`src/rtl/piso_tx_ctrl.sv`:
```
// -----------------------------------------------------------------------------
// piso_tx_ctrl
// Parallel-in / serial-out sequencing controller. Accepts a WIDTH-bit word on a
// valid/ready handshake, then streams it one bit per accepted cycle under
// downstream backpressure, flags the first and last bit of each frame, and
// optionally holds off the next word for GAP_CYCLES idle cycles.
//
// Ports:
//   clk          rising-edge clock
//   rst_n        asynchronous active-low reset
//   in_valid     parallel word available
//   in_ready     controller can accept a word this cycle (IDLE)
//   in_data      parallel word, sampled on in_valid && in_ready
//   ser_ready    downstream accepts the current serial bit
//   ser_valid    ser_out holds a valid bit (SHIFT)
//   ser_out      current serial bit
//   frame_start  current ser_out is the first bit of a frame
//   frame_done   last bit of a frame transfers this cycle
//   busy         high in SHIFT or GAP
// -----------------------------------------------------------------------------
module piso_tx_ctrl #(
   parameter int WIDTH      = 4,
   parameter bit LSB_FIRST  = 1'b1,
   parameter int GAP_CYCLES = 0
) (
   input  logic             clk,
   input  logic             rst_n,
   input  logic             in_valid,
   output logic             in_ready,
   input  logic [WIDTH-1:0] in_data,
   input  logic             ser_ready,
   output logic             ser_valid,
   output logic             ser_out,
   output logic             frame_start,
   output logic             frame_done,
   output logic             busy
);

   // Counter widths; guarded so an illegal WIDTH still elaborates far enough
   // to reach the fatal check below.
   localparam int unsigned CNT_W  = (WIDTH > 2) ? $clog2(WIDTH) : 1;
   localparam int unsigned GCNT_W = (GAP_CYCLES > 0) ? $clog2(GAP_CYCLES + 1) : 1;
   localparam bit          HAS_GAP = (GAP_CYCLES > 0);

   localparam logic [CNT_W-1:0]  CNT_LAST  = CNT_W'(WIDTH - 1);
   // Only reachable when HAS_GAP, so the wrap for GAP_CYCLES==0 is harmless.
   localparam logic [GCNT_W-1:0] GCNT_LAST = GCNT_W'(GAP_CYCLES - 1);

   // Elaboration-time parameter legality
   generate
      if (WIDTH < 2) begin : g_bad_width
         $fatal(1, "piso_tx_ctrl: WIDTH must be >= 2");
      end
      if (GAP_CYCLES < 0) begin : g_bad_gap
         $fatal(1, "piso_tx_ctrl: GAP_CYCLES must be >= 0");
      end
   endgenerate

   typedef enum logic [1:0] {
      ST_IDLE  = 2'd0,
      ST_SHIFT = 2'd1,
      ST_GAP   = 2'd2
   } state_t;

   state_t             r_state;
   logic [WIDTH-1:0]   r_shreg;
   logic [CNT_W-1:0]   r_cnt;
   logic [GCNT_W-1:0]  r_gcnt;

   state_t             w_state_nxt;
   logic [WIDTH-1:0]   w_shreg_nxt;
   logic [CNT_W-1:0]   w_cnt_nxt;
   logic [GCNT_W-1:0]  w_gcnt_nxt;

   logic               w_accept;
   logic               w_xfer;
   logic               w_last_bit;
   logic               w_send_bit;

   // Output decode from registered state; frame_done alone also sees ser_ready
   always_comb begin
      in_ready    = (r_state == ST_IDLE);
      busy        = (r_state != ST_IDLE);
      ser_valid   = (r_state == ST_SHIFT);
      w_send_bit  = LSB_FIRST ? r_shreg[0] : r_shreg[WIDTH-1];
      ser_out     = ser_valid ? w_send_bit : 1'b0;
      w_last_bit  = (r_cnt == CNT_LAST);
      w_xfer      = ser_valid && ser_ready;
      w_accept    = in_valid && in_ready;
      frame_start = ser_valid && (r_cnt == '0);
      frame_done  = w_xfer && w_last_bit;
   end

   // Next-state and datapath update
   always_comb begin
      w_state_nxt = r_state;
      w_shreg_nxt = r_shreg;
      w_cnt_nxt   = r_cnt;
      w_gcnt_nxt  = r_gcnt;

      unique case (r_state)
         ST_IDLE: begin
            if (w_accept) begin
               w_shreg_nxt = in_data;
               w_cnt_nxt   = '0;
               w_state_nxt = ST_SHIFT;
            end
         end

         ST_SHIFT: begin
            if (w_xfer) begin
               // Move the next bit to the send end; vacated bit fills with 0
               w_shreg_nxt = LSB_FIRST ? (r_shreg >> 1) : (r_shreg << 1);
               if (w_last_bit) begin
                  w_cnt_nxt = '0;
                  if (HAS_GAP) begin
                     w_gcnt_nxt  = '0;
                     w_state_nxt = ST_GAP;
                  end else begin
                     w_state_nxt = ST_IDLE;
                  end
               end else begin
                  w_cnt_nxt = r_cnt + CNT_W'(1);
               end
            end
         end

         ST_GAP: begin
            w_gcnt_nxt = r_gcnt + GCNT_W'(1);
            if (r_gcnt == GCNT_LAST) begin
               w_state_nxt = ST_IDLE;
            end
         end

         default: begin
            w_state_nxt = ST_IDLE;
         end
      endcase
   end

   // State and datapath registers
   always_ff @(posedge clk or negedge rst_n) begin
      if (!rst_n) begin
         r_state <= ST_IDLE;
         r_shreg <= '0;
         r_cnt   <= '0;
         r_gcnt  <= '0;
      end else begin
         r_state <= w_state_nxt;
         r_shreg <= w_shreg_nxt;
         r_cnt   <= w_cnt_nxt;
         r_gcnt  <= w_gcnt_nxt;
      end
   end

endmodule

```
`config.mk`:
```
export PLATFORM = sky130hd
export DESIGN_NAME = piso_tx_ctrl
export DESIGN_NICKNAME = d
export VERILOG_FILES = /design/src/rtl/piso_tx_ctrl.sv
export SDC_FILE = /design/constraint.sdc
export NUM_CORES = 1
export LEC_CHECK = 0
export CORE_UTILIZATION = 28
export CTS_CLUSTER_SIZE = 14
export DETAILED_ROUTE_END_ITERATION = 7
export MAX_ROUTING_LAYER = met4
export SKIP_CTS_REPAIR_TIMING = 1
export SYNTH_ARGS = -nofsm -noshare
export SYNTH_HDL_FRONTEND = slang
export SYNTH_SLANG_ARGS = --single-unit
```
`constraint.sdc`:
```
create_clock -name clk -period 1.5 [get_ports clk]
set_clock_uncertainty 0.05 [all_clocks]
set_input_delay 0.3 -clock clk [delete_from_list [all_inputs] [get_ports clk]]
set_output_delay 0.3 -clock clk [all_outputs]
set_load 0.05 [all_outputs]
```
# Word level (Yosys, flattened, before mapping)
# Cells that the tools add are included.
# word_totals
register_bits	9
latch_bits	0
mem_bits_rw	0
rom_bits	0
inputBits	8
word_cells	36
memories	0
# op_classes
add_sub_neg	2
n_mul	0
n_div	0
order_cmp	0
eq_ne	7
shift	0
mux	13
bitwise_logic	0
reduce_logical	10
# ops
cell	count
2-bit 2-to-1 mux	7
4-bit 2-to-1 mux	2
4-bit case mux with 2 select lines	1
2-bit by 1-bit != test with 1-bit output (second input constant)	3
2-bit case mux with 3 select lines	1
2-bit equality test (second input constant)	2
1-bit logical AND	4
2-bit zero test	2
2-bit case mux with 2 select lines	1
4-bit AND reduction	1
2-bit nonzero test	2
3-bit AND reduction	1
2-bit by 1-bit adder with 2-bit output (second input constant)	1
2-bit by 1-bit equality test with 1-bit output (second input constant)	1
2-bit != test (second input constant)	1
1-bit adder (second input constant)	1
1-bit 2-to-1 mux	1

# Depth between registers and ports, before layout
# logic_depth
depth_word	4
mapped_depth	3
mapped_depth_nobuf	3

# Worst setup path after synthesis
# No wires, ideal clock.
# synth_timing
path_kind	reg-to-output
from	register r_state[0]
to	output frame_start
arrival_time_ns	1.416
setup_slack_ns	-0.266
path_stages_with_launch	3
path_buffers	1
cell_sequence	dfrtp_1 buf_2 and2_1
# synth_via
elab_chain_cells	2
# synth_lines
item	line	rtl
start, declared	65	state_t r_state;
start signal, assigned	149	r_state <= w_state_nxt;
2-bit by 1-bit equality test with 1-bit output	84	ser_valid = (r_state == ST_SHIFT);
1-bit logical AND	90	frame_start = ser_valid && (r_cnt == '0);
end, declared	34	output logic frame_start,
# Every way passes these cells.

# Worst setup path in the final report
# layout_timing
from	register r_cnt[0]
to	output frame_done
# layout_via
elab_chain_cells	2
# layout_lines
item	line	rtl
start, declared	67	logic [CNT_W-1:0] r_cnt;
start signal, assigned	151	r_cnt <= w_cnt_nxt;
2-bit equality test	87	w_last_bit = (r_cnt == CNT_LAST);
1-bit logical AND	91	frame_done = w_xfer && w_last_bit;
end, declared	35	output logic frame_done,
# Every way passes these cells.

==> results by group <==
Die
  • Die width: slightly below 40 um
  • Cell Rows: 13
  • Initial core utilization: a little under a third
  • Core ar.: 1320 sq um
  • Die area: roughly 1600 sq um
  • Die Y: 39.8 um
  • Number of placed I/O pins: 14

Layout
  • FF/Latch Area: 176 sq um
  • Final #Nets: 70
  • Fill cells: between 100 and 150
  • ANT cells: 0
  • Layout cell share with drive strength beyond 1: 40.7%
  • Final instance area: ~700 sq um
  • Area grow syn2layout: 74.0%
  • Area occupied by multi-input gates: 204 sq um

Setup path
  • Req. time, crit path: 1.15 ns
  • Worst reg2reg startpoint: r_state[0]
  • R2R Setup Slk: about 0.20 ns
  • CP Class: reg2out
  • FF-to-FF End: r_shreg[1]
  • Critical path endpoint category: output port
  • Worst path arrival time: ~1.2 ns
  • CP endpoint: frame_done
  • CP Max Fanout: 4
  • Critical Path Start Type: flip-flop
  • Register-to-Register Path Depth: 3
  • Setup crit start: r_cnt[0]

Power and ir drop
  • Seq pwr share: 25.2%
  • Power Internal: about 800 uW
  • Power, Total: between 1000 and 1500 uW
  • Proportion of power drawn by combinational gates: around three fifths
  • Switching part of the total power: between 30% and 40%
  • Clk pwr share: a little over an eighth
  • Power per cell area: approximately 1900 nW/um^2
  • Maximum vdd drop: 0.000986 V
  • Net Sw Power: a little over 500 uW
  • LEAKAGE: 0.000346 uW

Logic synthesis
  • Ys flop type: dfrtp_1
  • Async SR Flop Fraction: 100%
  • Most common cell in the netlist: mux2i_1
  • Net Count, Synth: 47
  • Register area share after synthesis: about 44%
  • Yosys top cell by area: dfrtp_1
  • Yosys top cell area share: between 40% and 50%
  • Yosys warnings: 0
  • Synthesized area per cell: 10.8 sq um
  • Seq cells post-synth: 7
  • Most frequent cells after synthesis: 8 x mux2i_1, 7 x dfrtp_1, 3 x buf_2, 3 x inv_1, 3 x nor2_1
  • Syn Inst Count: 37
  • Top cells by area, synth: dfrtp_1 44%, mux2i_1 20%, ha_1 6.3%
  • Post-Synthesis Cell Area: 399 sq um
  • Post-synth EDFFs: 0
  • Netlist cell types: 14

STA
  • Final hold vios: 0
  • RSZ-0062 raised after global routing: true
  • Fin crit share: 101%
  • Final Setup Violations: 1
  • Tmin final: 1.51 ns
  • Least-Margin Pin Slew: between 0.3 and 0.4 ns
  • Final worst slack: -0.0101 ns
  • Slew Viols, Final: 0
  • Peak Freq: approximately 660 MHz
  • Max_slew headroom: between 70% and 80%
  • Hold Worst Slack: between 0.2 and 0.3 ns

Detailed routing
  • Routed len/inst: ~11 um
  • Total number of vias: 348
  • Routed wire length: roughly 790 um
  • Violation count after the first detailed-routing iteration: 4
  • Detail Route Antenna Nets: 0
  • DRC: 0
  • DR vias/cell: about 4.7
  • Detailed Routing Iterations Pass 1: 4

Clocking
  • CTS tree: built
  • Clock-pin slew of the registers on the worst-case setup and hold paths: roughly 0.05 ns
  • Clk Tree Root Cell: clkbuf_4
  • Clock Path Buffers: 2
  • Clock sink total: 7
  • CTS H-Tree Depth: 1
  • Clock buffer count from CTS: 3
  • Later-pin clock latency in the skew report: roughly 0.25 ns

Global route
  • Initial antenna violation count: 0
  • Largest net degree at the start of global routing: 15
  • Tot GR Track Use: roughly 14%
  • First-pass GRT wire length: 1330 um
  • Gr ovfl total: 0
  • Vias in the first global route: just over 300

Place
  • Post-DP HPWL: 603 um
  • Post-Place Cell Area: between 600 and 700 sq um
  • GP Congestion: about 0.68
  • Port-buffer cells: 13

Min path
  • Worst min path class: in2async

Run status
  • Run status: finished, violations left
  • Failing checks: negative setup slack

Job
  • Max cap viols: 0
-- layout make-up --
class,instances,share of cell area [%]
timing repair buffer,22,37.1
multi-input combinational,23,29.4
sequential,7,25.4
clock buffer,4,3.78
tap,15,2.70
inverter,3,1.62
-- how the worst min path moves through the flow --
stage | cells past startpoint | end
final | 1 | r_shreg[1]
after detailed placement | 1 | r_cnt[1]
after global placement | 1 | r_shreg[1]
after floorplan | 0 | r_cnt[0]
after global routing | 1 | r_shreg[1]
after CTS | 1 | r_shreg[1]
-- critical path, stage by stage, from the launching register on --
cell	delay (ns)
dfrtp_1	0.39
ha_2	0.20
and3_4	0.20
buf_12	0.13
-- registers in the layout (all words and copies together), names as in the netlist --
| register | cells |
|---|---|
| r_cnt | 2 |
| r_shreg | 4 |
| r_state | 1 |
-- kinds of logic (layout without fill, tap and decap cells) --
logic type | after synthesis | count (layout) | share of synthesized area (%)
AND/OR/NAND/NOR | 9 | 9 | 12.5
flip-flops | 7 | 7 | 43.9
AO/OA/AOI/OAI | 4 | 4 | 8.78
buffers and inverters | 7 | 29 | 8.46
adder cells (fa/ha/maj) | 2 | 2 | 6.27
multiplexers | 8 | 8 | 20.1
-- layer usage --
layer  wire length [um]  vias to the layer above  track usage (%)  share of wire (%)
met5                  0                        -                -                  0
met1                371                      165             16.7                 47
li1                   -                      171                -                  -
met4                  0                        0             2.59                  0
met3                 40                        0             8.52                5.0
met2                380                       12             19.7                 48
-- power by group through the flow --
stage          combinational [uW]  clock (uW)  sequential, uW
6_report                      815         171             332
5_1_grt                       863         186             344
4_1_cts                       735         181             336
3_5_place_dp                  732           0             339
3_3_place_gp                  724           0             339
2_1_floorplan                 394           0             337
-- placed cells by master, fill, tap and decap left out, types with 2 or more instances in the layout --
master,instances
buf_4,9
mux2i_1,8
clkdlybuf4s50_1,7
buf_12,6
dfrtp_1,6
inv_1,3
nor2_1,3
clkbuf_4,3
a32o_1,2
ha_2,2
-- through the flow --
step	util (%)	setup slack [ns]	TNS, ns	std cells
finish	52.7	-0.0101	-0.0101	74
global route	52.7	-0.0720	-0.118	74
CTS	49.6	-0.0957	-0.182	70
detailed placement	47.6	-0.0440	-0.0630	66
global placement	47.6	-0.0484	-0.0594	66
floorplan	-	0.0416	0	37
Power figures use the tool's default switching activity.
